--- src/rtl/adder_pkg.sv ---
`default_nettype none
// +----------------------------------------------------------------------+
// | adder_pkg: shared width constants and word type for the adder.       |
// | Revision: 1.0                                                        |
// +----------------------------------------------------------------------+
package adder_pkg;

    localparam int ADDER_WIDTH = 32;
    localparam int ADDER_BLOCK = 4;

    typedef logic [ADDER_WIDTH-1:0] word_t;

endpackage
`default_nettype wire

--- src/rtl/adder_csel_block.sv ---
`default_nettype none
// +----------------------------------------------------------------------+
// | adder_csel_block: BLOCK-bit dual-carry adder with carry-select mux.  |
// | Revision: 1.0                                                        |
// +----------------------------------------------------------------------+
module adder_csel_block #(
    parameter int BLOCK = 4
) (
    input  logic [BLOCK-1:0] a,
    input  logic [BLOCK-1:0] b,
    input  logic             cin,
    output logic [BLOCK-1:0] s,
    output logic             cout
);

    logic [BLOCK:0] w_res0;
    logic [BLOCK:0] w_res1;

    // Both carry-in outcomes are precomputed so the late carry only drives the mux.
    assign w_res0 = {1'b0, a} + {1'b0, b};
    assign w_res1 = {1'b0, a} + {1'b0, b} + {{BLOCK{1'b0}}, 1'b1};

    assign {cout, s} = cin ? w_res1 : w_res0;

endmodule
`default_nettype wire

--- src/rtl/adder.sv ---
`default_nettype none
// +----------------------------------------------------------------------+
// | adder: carry-select two's-complement adder with overflow flag.       |
// | Optional output register enabled by ADDER_OUTPUT_REG_EN.             |
// | Revision: 1.0                                                        |
// +----------------------------------------------------------------------+
module adder
    import adder_pkg::*;
#(
    parameter int WIDTH = ADDER_WIDTH,
    parameter int BLOCK = ADDER_BLOCK
) (
    input  logic             clk,
    input  logic             rst,
    input  logic [WIDTH-1:0] a,
    input  logic [WIDTH-1:0] b,
    input  logic             cin,
    output logic [WIDTH-1:0] sum,
    output logic             overflow
);

    localparam int NBLK = WIDTH / BLOCK;

    logic [WIDTH-1:0] w_sum;
    logic [NBLK:1]    w_carry;
    logic             w_ovf;

    for (genvar i = 0; i < NBLK; i++) begin : g_blk
        if (i == 0) begin : g_first
            // The first block sees cin directly, so a plain ripple add suffices.
            assign {w_carry[1], w_sum[BLOCK-1:0]} = {1'b0, a[BLOCK-1:0]}
                                                  + {1'b0, b[BLOCK-1:0]}
                                                  + {{BLOCK{1'b0}}, cin};
        end else begin : g_sel
            adder_csel_block #(
                .BLOCK (BLOCK)
            ) u_blk (
                .a    (a[i*BLOCK +: BLOCK]),
                .b    (b[i*BLOCK +: BLOCK]),
                .cin  (w_carry[i]),
                .s    (w_sum[i*BLOCK +: BLOCK]),
                .cout (w_carry[i+1])
            );
        end
    end

    assign w_ovf = (a[WIDTH-1] == b[WIDTH-1]) && (w_sum[WIDTH-1] != a[WIDTH-1]);

`ifdef ADDER_OUTPUT_REG_EN
    logic [WIDTH-1:0] r_sum;
    logic             r_ovf;

    always_ff @(posedge clk) begin
        if (rst) begin
            r_sum <= '0;
            r_ovf <= 1'b0;
        end else begin
            r_sum <= w_sum;
            r_ovf <= w_ovf;
        end
    end

    assign sum      = r_sum;
    assign overflow = r_ovf;

    logic w_unused;
    assign w_unused = &{1'b0, w_carry[NBLK]};
`else
    assign sum      = w_sum;
    assign overflow = w_ovf;

    // Clock and reset stay on the port list so both builds share one interface.
    logic w_unused;
    assign w_unused = &{1'b0, w_carry[NBLK], clk, rst};
`endif

endmodule
`default_nettype wire

--- config.mk ---
export PLATFORM = sky130hd
export DESIGN_NAME = adder
export DESIGN_NICKNAME = d
export VERILOG_FILES = /design/src/rtl/adder_pkg.sv /design/src/rtl/adder_csel_block.sv /design/src/rtl/adder.sv
export SDC_FILE = /design/constraint.sdc
export NUM_CORES = 1
export LEC_CHECK = 0
export ABC_AREA = 1
export ABC_CLOCK_PERIOD_IN_PS = 3600
export CORE_UTILIZATION = 38
export DETAILED_ROUTE_END_ITERATION = 8
export PLACE_DENSITY = 0.8
export SYNTH_ARGS = -nofsm -noshare
export SYNTH_HDL_FRONTEND = slang
export SYNTH_SLANG_ARGS = --single-unit
--- constraint.sdc ---
create_clock -name vclk -period 3.6
set_input_delay 0.72 -clock vclk [all_inputs]
set_output_delay 0.72 -clock vclk [all_outputs]
set_load 0.02 [all_outputs]
==> results by group <==
Final layout
  • Share of post-route cells with drive strength above 1: 0.455
  • Register area: 0 um2
  • Post-route cell area: 3960 um2
  • FF+latch count: 0
  • Ant diodes: 0
  • Nets: 535
  • Most common cell after layout, fill and taps aside: buf_4
  • Area growth from synthesis to layout: 104%
  • Most frequent cells in the layout: buf_4 (76), clkdlybuf4s50_1 (56), inv_1 (33), ha_1 (29), nand2_1 (27)
  • Clkbuf count: 0
  • Number of fill cells: 300
  • Post-Route Utilization: 0.822
  • Multi-input gate area: 2240 um2

Yosys
  • Netlist cell types: 28
  • Syn Area/Cell: between 7 and 8 um2
  • Yosys warns: 0
  • Cells after synthesis: 254
  • Sequential fraction of the synthesis area: 0
  • Syn nets: roughly 370
  • Synth Cell Area: around 1900 um2

Global routing
  • Initial antenna violation count: 0
  • Total track usage: 0.231
  • First-pass GRT wire length: 9.93 mm
  • Largest net degree at the start of global routing: 6
  • Vias in the first global route: 2395
  • Remaining Overflow, GRT: 0

Worst setup path
  • CP max-delay cell: fa_1
  • Critical setup path kind: input port to output port
  • Required time worst endpoint: 2880 ps
  • Crit path arrival time: approximately 3400 ps
  • Critical Path Sink Type: output port
  • Crit-path cells: clkdlybuf4s15_1 -> ha_2 -> fa_1 -> ha_2 -> inv_2 -> nor2_2 -> nand4_1 -> nand2_2 -> nand3_4 -> nand3_4 -> nand2_8 -> nand2_8 -> nand3b_4 -> nand2_4 -> nand2_4 -> nand2_4 -> xor2_4 -> buf_6
  • Crit Path Max Fanout: 5
  • CP most frequent cell: nand2_4
  • Slowest Stage Delay on Critical Path: 530 ps
  • Buf/Inv on CP: 3
  • Top delay family on crit path: simple AND/OR/NAND/NOR gates
  • Setup crit start kind: input port

Floorplanning
  • Die Span Y: ~73 um
  • Core region area: 4820 um2
  • IO Pins: 100
  • Chip width: 73.4 um
  • # rows: 25
  • Initial core utilization: 0.402
  • Die Area: 5390 um2

Clock tree
  • # hold bufs at CTS: 0

Timing
  • Hold_ws: 2140 ps
  • Final critical-path required period: slightly above 4000 ps
  • Setup TNS: -7430 ps
  • Fin crit share: 1.14
  • Final Max Tran Viols: 0
  • Slew headroom: 0.797
  • Hold Fails Final Rpt: 0
  • Max Freq: 243 MHz
  • Setup-failing EPs final: 21
  • Setup ws final: -519 ps
  • Worst Max-Slew Pin Slew: 302 ps
  • RSZ-0062 raised after global routing: true

Placed design
  • # port buffers: 98
  • Hpwl dp: 4.69 mm
  • RePlAce Congestion: 0.821
  • Post-DP Area: 3630 um2

Job
  • Max Cap Viol: 0

Power and ir drop
  • Worst VDD drop: 0.220 mV
  • Leak pwr: around 2 nW
  • P per Cell Area: 331 nW/um2
  • Tot Pwr: 1.31 mW

Status
  • Status: finished with violations
  • Failing checks: setup timing

Drt
  • Routed WL: 7.11 mm
  • DR WL/cell: 14.6 um
  • Antenna viol nets, final: 0
  • Drt initial violations: 60
  • DRC: 0
  • DRT Pass-1 Iters: 4
  • Routed vias/inst: 5.01
  • Via count: 2438

Worst hold path
  • Class of the worst hold path: input port to output port
-- area by class of cell --
type,instances,area share
inverters,39,0.0389
well taps,67,0.0212
multi-input cells,215,0.567
repair buffers,166,0.373
-- path summary, 6_finish.rpt --
| check | from | to | slack, ps | depth (start not counted) |
|---|---|---|---|---|
| worst min-delay path | a[8] | sum[8] | 2140 | 5 |
| worst max-delay path | b[8] | sum[28] | -520 | 18 |
-- cell families (layout without fill, tap and decap cells) --
family	Yosys count	in the layout	synth area share
AOI/OAI and AO/OA	23	23	0.0659
adders and majority gates	46	46	0.332
and+or+nand+nor	108	108	0.342
muxes	2	2	0.0136
buffers and inverters	39	205	0.0756
xor gates and xnor gates	36	36	0.171
-- report_power, final --
| group | switching (mW) | internal, mW | total [mW] | leakage, nW |
|---|---|---|---|---|
| logic | 0.682 | 0.629 | 1.31 | 1.94 |
| clock network | 0 | 0 | 0 | 0 |
| registers | 0 | 0 | 0 | 0 |
-- metal layers --
layer,track usage,vias to the layer above,wire length [um]
met4,0.0940,0,338
met2,0.467,104,3940
met1,0.245,1125,2530
met5,0,-,0
met3,0.0123,32,301
li1,-,1177,-
-- what timing repair did --
action	in CTS	in global routing
endpoints found under the setup margin	30	27
setup buffers	8	5
pin swaps	40	33
cloned	0	0
gates resized for setup	201	33
-- stage by stage --
stage,std cells,setup slack (ps)
after floorplan,254,-266
after global placement,477,-1300
after detailed placement,477,-1370
after CTS,485,-485
after global routing,487,-609
final,487,-519
-- Yosys cell counts, types with 4 or more instances --
master   number  area (um2)
a21oi_1      13        65.1
a31oi_1       4        25.0
fa_1          9         180
ha_1         37         463
inv_1        39         146
nand2_1      34         128
nand2_2       7        43.8
nand2_4       7        78.8
nand3_1      29         145
nand3_2       6        60.1
nor2_1       11        41.3
xnor2_1      10        87.6
xor2_1       24         210
(Power assumes the default switching activity.)
